### config.mk
export PLATFORM = sky130hd
export DESIGN_NAME = dmem_arbiter
export DESIGN_NICKNAME = d
export VERILOG_FILES = /design/src/rtl/dmem_arb_pkg.sv /design/src/rtl/arb_starve_ctr.sv /design/src/rtl/dmem_arbiter.sv
export SDC_FILE = /design/constraint.sdc
export NUM_CORES = 1
export LEC_CHECK = 0
export CAP_MARGIN = 20
export CORE_AREA = 2 2 116 118
export CTS_CLUSTER_SIZE = 30
export DETAILED_ROUTE_END_ITERATION = 12
export DIE_AREA = 0 0 118 120
export PLACE_DENSITY = 0.57
export RECOVER_POWER = 50
export SLEW_MARGIN = 30
export SYNTH_ARGS = -nofsm -noshare
export SYNTH_HDL_FRONTEND = slang
export SYNTH_SLANG_ARGS = --single-unit
### constraint.sdc
create_clock -name clk -period 2.98 [get_ports clk]
set_input_delay 0.447 -clock clk [delete_from_list [all_inputs] [get_ports clk]]
set_output_delay 0.447 -clock clk [all_outputs]
set_load 0.02 [all_outputs]
### src/rtl/dmem_arb_pkg.sv
// Shared types and widths for the data-memory arbiter.
package dmem_arb_pkg;

    localparam int unsigned DMEM_ADDR_W = 32;
    localparam int unsigned DMEM_DATA_W = 32;

    typedef enum logic [1:0] {
        IDLE   = 2'd0,
        CPU_RD = 2'd1,
        EXT_RD = 2'd2
    } arb_state_t;

endpackage

### src/rtl/arb_starve_ctr.sv
// Saturating count of cycles the external requester has been passed over.
module arb_starve_ctr #(
    parameter int unsigned STARVE_LIMIT = 4,
    parameter int unsigned CNT_W        = 3
) (
    input  logic             clk_i,
    input  logic             rst_ni,
    input  logic             inc_i,
    input  logic             clr_i,
    output logic [CNT_W-1:0] cnt_o,
    output logic             expired_o
);

    logic [CNT_W-1:0] cnt_q, cnt_d;

    always_comb begin
        cnt_d = cnt_q;
        if (clr_i) begin
            cnt_d = '0;
        end else if (inc_i && (cnt_q != {CNT_W{1'b1}})) begin
            cnt_d = cnt_q + CNT_W'(1);
        end
    end

    always_ff @(posedge clk_i or negedge rst_ni) begin
        if (!rst_ni) begin
            cnt_q <= '0;
        end else begin
            cnt_q <= cnt_d;
        end
    end

    assign cnt_o     = cnt_q;
    assign expired_o = (32'(cnt_q) >= STARVE_LIMIT);

endmodule

### src/rtl/dmem_arbiter.sv
// Shares the data-memory port between the CPU MEM stage and an external requester,
// sequencing one-cycle synchronous reads and generating the CPU stall.
module dmem_arbiter
    import dmem_arb_pkg::*;
#(
    parameter int unsigned STARVE_LIMIT = 4,
    parameter int unsigned CNT_W        = 3
) (
    input  logic                   clk,
    input  logic                   rst_n,
    input  logic                   cpu_re,
    input  logic                   cpu_we,
    input  logic [DMEM_ADDR_W-1:0] cpu_addr,
    input  logic [DMEM_DATA_W-1:0] cpu_wdata,
    output logic [DMEM_DATA_W-1:0] cpu_rdata,
    output logic                   cpu_stall,
    input  logic                   ext_req,
    input  logic                   ext_we,
    input  logic [DMEM_ADDR_W-1:0] ext_addr,
    input  logic [DMEM_DATA_W-1:0] ext_wdata,
    output logic                   ext_gnt,
    output logic                   ext_rvalid,
    output logic [DMEM_DATA_W-1:0] ext_rdata,
    output logic                   mem_re,
    output logic                   mem_we,
    output logic [DMEM_ADDR_W-1:0] mem_addr,
    output logic [DMEM_DATA_W-1:0] mem_wdata,
    input  logic [DMEM_DATA_W-1:0] mem_rdata
);

    arb_state_t       state_q, state_d;
    logic             cpu_req;
    logic             ext_win;
    logic             expired;
    logic             cpu_wr_issued;
    logic [CNT_W-1:0] starve_cnt;

    assign cpu_req = cpu_re | cpu_we;
    // The CPU keeps priority until the external side has lost STARVE_LIMIT times.
    assign ext_win = ext_req & (expired | ~cpu_req);

    arb_starve_ctr #(
        .STARVE_LIMIT(STARVE_LIMIT),
        .CNT_W       (CNT_W)
    ) u_starve_ctr (
        .clk_i    (clk),
        .rst_ni   (rst_n),
        .inc_i    (ext_req & ~ext_gnt),
        .clr_i    (ext_gnt | ~ext_req),
        .cnt_o    (starve_cnt),
        .expired_o(expired)
    );

    always_comb begin
        state_d       = state_q;
        mem_re        = 1'b0;
        mem_we        = 1'b0;
        mem_addr      = cpu_addr;
        mem_wdata     = cpu_wdata;
        ext_gnt       = 1'b0;
        ext_rvalid    = 1'b0;
        cpu_wr_issued = 1'b0;

        unique case (state_q)
            IDLE: begin
                if (ext_win) begin
                    ext_gnt   = 1'b1;
                    mem_we    = ext_we;
                    mem_re    = ~ext_we;
                    mem_addr  = ext_addr;
                    mem_wdata = ext_wdata;
                    if (!ext_we) begin
                        state_d = EXT_RD;
                    end
                end else if (cpu_req) begin
                    // A simultaneous load and store is treated as a store.
                    mem_we        = cpu_we;
                    mem_re        = ~cpu_we;
                    cpu_wr_issued = cpu_we;
                    if (!cpu_we) begin
                        state_d = CPU_RD;
                    end
                end
            end
            CPU_RD: begin
                state_d = IDLE;
            end
            EXT_RD: begin
                ext_rvalid = 1'b1;
                state_d    = IDLE;
            end
            default: begin
                state_d = IDLE;
            end
        endcase

        cpu_stall = cpu_req & ~(cpu_wr_issued | (state_q == CPU_RD));

        // Outputs go quiet while reset is held so a read in flight cannot leak out.
        if (!rst_n) begin
            cpu_stall  = 1'b0;
            ext_gnt    = 1'b0;
            ext_rvalid = 1'b0;
            mem_re     = 1'b0;
            mem_we     = 1'b0;
        end
    end

    always_ff @(posedge clk or negedge rst_n) begin
        if (!rst_n) begin
            state_q <= IDLE;
        end else begin
            state_q <= state_d;
        end
    end

    assign cpu_rdata = mem_rdata;
    assign ext_rdata = mem_rdata;

endmodule

Yosys cells after proc, flatten, opt, wreduce, memory -nomap -nowiden:

Index checks and enable logic that the tools add are counted.
W data, S select, Z words.

* mux-type cells: 27
* add/subtract/negate cells: 1
* bitwise operators: 13
* magnitude comparators: 1
* eq/ne operators: 6
* reduce and logical (&&, ||, !) cells: 4

Operator list (count)
* $mux W32: 4
* $mux W1: 16
* $ne A3 B3 Y1 const B: 4
* $mux W2: 5
* $mux W3: 2
* $not A1 Y1: 6
* $or A1 B1 Y1: 4
* $add A3 B1 Y3 const B: 1
* $and A1 B1 Y1: 3
* $ge A3 B3 Y1 const B: 1
* $reduce_and A3 Y1: 1
* $eq A2 B1 Y1 const B: 1
* $eq A2 B2 Y1 const B: 1
* $logic_not A2 Y1: 1
* $reduce_bool A2 Y1: 1
* $logic_and A1 B1 Y1: 1

* output and inout bits: 133
* logic and storage cells: 54
* input port bits: 166
* register bits: 5

Depth between registers and ports, before layout:

* depth in word-level cells: 12
* depth in mapped cells: 5

Modules after synthesis:

A second synthesis with hierarchy kept.

* cell total of the unflattened synthesis: 177
* area, all modules: 1839.3 sq um

By module, submodules not included
* dmem_arbiter: cells an instance 159, area an instance 1635.3 sq um, seq. area each 50.0 sq um, instances 1
* arb_starve_ctr: cells an instance 18, area an instance 203.9 sq um, seq. area each 75.1 sq um, instances 1

Worst setup path before layout:

OpenSTA, ideal clock, no wires.

* kind: in2out
* from: input port cpu_re
* to: output port mem_addr[0]
* data arrival time: 1333 ps
* stages on the path: 5
* slack: 1200 ps
* required time: 2533 ps
* cell sequence: o21bai_4 > nand3_2 > buf_6 > buf_6 > mux2_4

* longest elaborated chain between the ends: 6

RTL lines
* from (decl): line dmem_arbiter.sv:11 `input logic cpu_re,`
* $or A1 B1 Y1: line dmem_arbiter.sv:38 `assign cpu_req = cpu_re | cpu_we;`
* $not A1 Y1: line dmem_arbiter.sv:40 `assign ext_win = ext_req & (expired | ~cpu_req);`
* $or A1 B1 Y1: line dmem_arbiter.sv:40
* $and A1 B1 Y1: line dmem_arbiter.sv:40
* $mux W32: line dmem_arbiter.sv:66 `if (ext_win) begin`
* $mux W32: line dmem_arbiter.sv:64 `unique case (state_q)`
* to (decl): line dmem_arbiter.sv:26 `output logic [DMEM_ADDR_W-1:0] mem_addr,`

Every way passes these cells.

Worst setup path after layout:

* from: input port cpu_re
* to: output port mem_addr[15]

The elaborated chain is that of the path after synthesis.

==> summary.md <==
| Metric | Value |
|---|---|
| Status | finished clean |
| First-pass GRT wire length | about 9.9 mm |
| Reg2reg path depth | 4 |
| RSZ-0062 raised after global routing | false |
| Synth Register Bits | 5 |
| DIE AREA | roughly 0.014 sq mm |
| GRT Total Usage | slightly below 9% |
| Tmin final | 2.90 ns |
| Setup crit start kind | input port |
| Crit Path Max Fanout | 35 |
| P per Cell Area | 250 mW/mm^2 |
| WP data arrival | 2.45 ns |
| Critical-path cell list | clkdlybuf4s50_1 > o21bai_4 > nand3_4 > buf_12 > mux2_2 > clkdlybuf4s50_1 |
| H-tree Lvls | 1 |
| Worst r2r src | state_q[1] |
| Max frequency | 345 MHz |
| Multi-input gate area | 0.00112 sq mm |
| Num CTS Buffers | 3 |
| EDFF count, synth | 0 |
| Routed wire length | between 6 and 7 mm |
| Initial Util | 13.9% |
| Top cells by count, synth | buf_4, mux2_4, mux2_2, nor2_1, buf_6 |
| Fraction of registers with async set/reset | 100% |
| Crit path buf inv count | 3 |
| GPL Wtd Cong | 0.713 |
| Worst Tran Pin Value | around 0.36 ns |
| Clock slew at reported path FFs | 0.03 ns |
| # Max-Cap Violations | 0 |
| Synth cell types | 21 |
| Synthesized Nets | 339 |
| Root Driver | clkbuf_16 |
| Rows | 42 |
| Clk sink count | 5 |
| Post-Syn Area | 0.00180 sq mm |
| Total number of vias | 1720 |
| Reg area | 125 sq um |
| Setup bufs post-CTS | 0 |
| Placed cell area | 0.00354 sq mm |
| CTS tree | done |
| Drt pass-1 iters | 4 |
| Post-CTS sizing | 0 |
| CP endpoint kind | primary output |
| Setup slack, reg-to-reg | 1.78 ns |
| Hold_buf cts | 0 |
| Clock Skew | 0.000982 ns |
| Crit-path leading delay family | buffers and inverters |
| Mean post-synth cell area | between 10 and 15 sq um |
| Post-DRT Antenna Nets | 0 |
| CP required | 2.53 ns |
| Die Wd | ~120 um |
| Clk_lat worst skew | 0.23 ns |
| Sequential element share of the synthesized area | 6.95% |
| Count leader, synth | buf_4 |
| Pin count of the biggest net entering global routing | 36 |
| DR DRC count | 0 |
| Start point of the critical path | cpu_re |
| Routed vias/inst | 3.55 |
| Final #Nets | between 400 and 500 |
| Vias in the first global route | 1819 |
| Post-Syn Instances | 170 |
| Max VDD drop | about 130 uV |
| Post-route clock period utilization | a little over nine tenths |
| Synth Flop Type | dfrtp_1 |
| Antenna Cells | 0 |
| Max clock buf depth | 2 |
| Share of the synthesized area in the top cell type | about two fifths |
| Slew HR | 75.7% |
| Hold Violations, Final | 0 |
| Endpoints failing setup | 0 |
| P&R area growth vs syn | 101% |
| Cell taking the most area after synthesis | mux2_4 |
| Die Y | ~120 um |
| Boundary Pins | roughly 300 |
| Crit Path Class | in -> out |
| R2R Path End | state_q[1] |
| Final HPWL DP | approximately 5.7 mm |
| Core area | between 0.01 and 0.015 sq mm |
| Layout cell share with drive strength beyond 1 | 24.0% |
| Largest cells by area after synthesis | mux2_4, buf_4, mux2_2 |
| Most frequent cell on the critical path | clkdlybuf4s50_1 |
| Initial DRC count | 29 |
| TNS Setup | 0 ns |
| Gr ovfl total | 0 |
| Port bufs | 202 |
| Yosys warnings | 0 |
| Leakage power | 0.00154 uW |
| Antenna violations before repair | 0 |
| Final instance area | 0.00362 sq mm |
| Drt wl/cell | roughly 14 um |
| Max-slew violations | 0 |
| Crit-path max cell delay | 0.57 ns |
| Hold/Removal Path Class | in -> async |
| Fillers | 1376 |
| Critical-path cell with the highest stage delay | clkdlybuf4s50_1 |
## through the flow
step | total power [uW] | cells | utilization, % | setup WS, ns | hold WS [ns]
finish | 907 | 484 | 27.9 | 0.0808 | 0.570
global route | 950 | 484 | 27.9 | 0.0114 | 0.605
CTS | 919 | 484 | 27.9 | 0.0532 | 0.506
detailed placement | 691 | 480 | 27.3 | 0.0653 | 0.579
global placement | 687 | 480 | 27.3 | 0.0886 | 0.557
floorplan | 474 | 170 | - | 1.20 | 0.151
## how the worst max path moves through the flow
| stage | end | depth (start not counted) |
|---|---|---|
| 3_5_place_dp | mem_addr[15] | 6 |
| 2_1_floorplan | mem_addr[0] | 5 |
| 4_1_cts | mem_addr[15] | 6 |
| 6_report | mem_addr[15] | 6 |
| 3_3_place_gp | mem_addr[15] | 6 |
| 5_1_grt | mem_addr[15] | 6 |
## layout by cell type (no fill, tap or decap)
master | synthesis | final
dfrtp_1 | 5 | 5
inv_1 | 3 | 3
clkdlybuf4s50_1 | 0 | 201
nand3_4 | 0 | 1
ha_1 | 3 | 3
mux2_4 | 49 | 49
buf_4 | 64 | 1
mux2i_1 | 2 | 2
dlygate4sd3_1 | 0 | 1
o221a_2 | 1 | 1
and3b_1 | 1 | 1
nor2_1 | 7 | 7
clkbuf_16 | 0 | 3
o21bai_4 | 1 | 1
nand3b_1 | 2 | 2
clkbuf_1 | 0 | 1
xor2_1 | 1 | 1
a31o_2 | 1 | 1
nand2_1 | 3 | 3
mux2_2 | 15 | 15
buf_12 | 0 | 2
a32oi_1 | 1 | 1
and4b_1 | 1 | 1
a21oi_1 | 2 | 2
## registers in the layout, indices dropped and copies added (netlist names)
register,count
u_starve_ctr.cnt_o,3
state_q,2
## layout make-up
type	count	share of cell area, %
timing repair buffer	205	57.1
multi-input combinational	91	30.8
tap	176	6.08
sequential	5	3.45
clock buffer	4	2.18
inverter	3	0.311
## per-layer routing
layer	GRT usage, %	vias to the layer above	wire (um)	share of wire (%)
met5	0	-	0	0
met4	1.13	0	28	0.42
met3	5.70	5	1040	16
met2	15.0	158	3220	49
met1	9.06	759	2330	35
li1	-	798	-	-
## cell families after synthesis
| kind of cell | synth area share (%) |
|---|---|
| compound gates | 3.20 |
| simple gates | 4.52 |
| flops | 6.95 |
| xor+xnor | 0.487 |
| fa+ha+maj | 2.09 |
| mux | 51.4 |
| buf+inv | 31.4 |
## report_power, final
part / switching [uW] / internal [uW] / total, uW
clock network: 43.4 / 177 / 221
registers: 4.34 / 73.5 / 77.9
logic: 219 / 390 / 609
total: 266 / 641 / 907
Power figures use the tool's default switching activity.
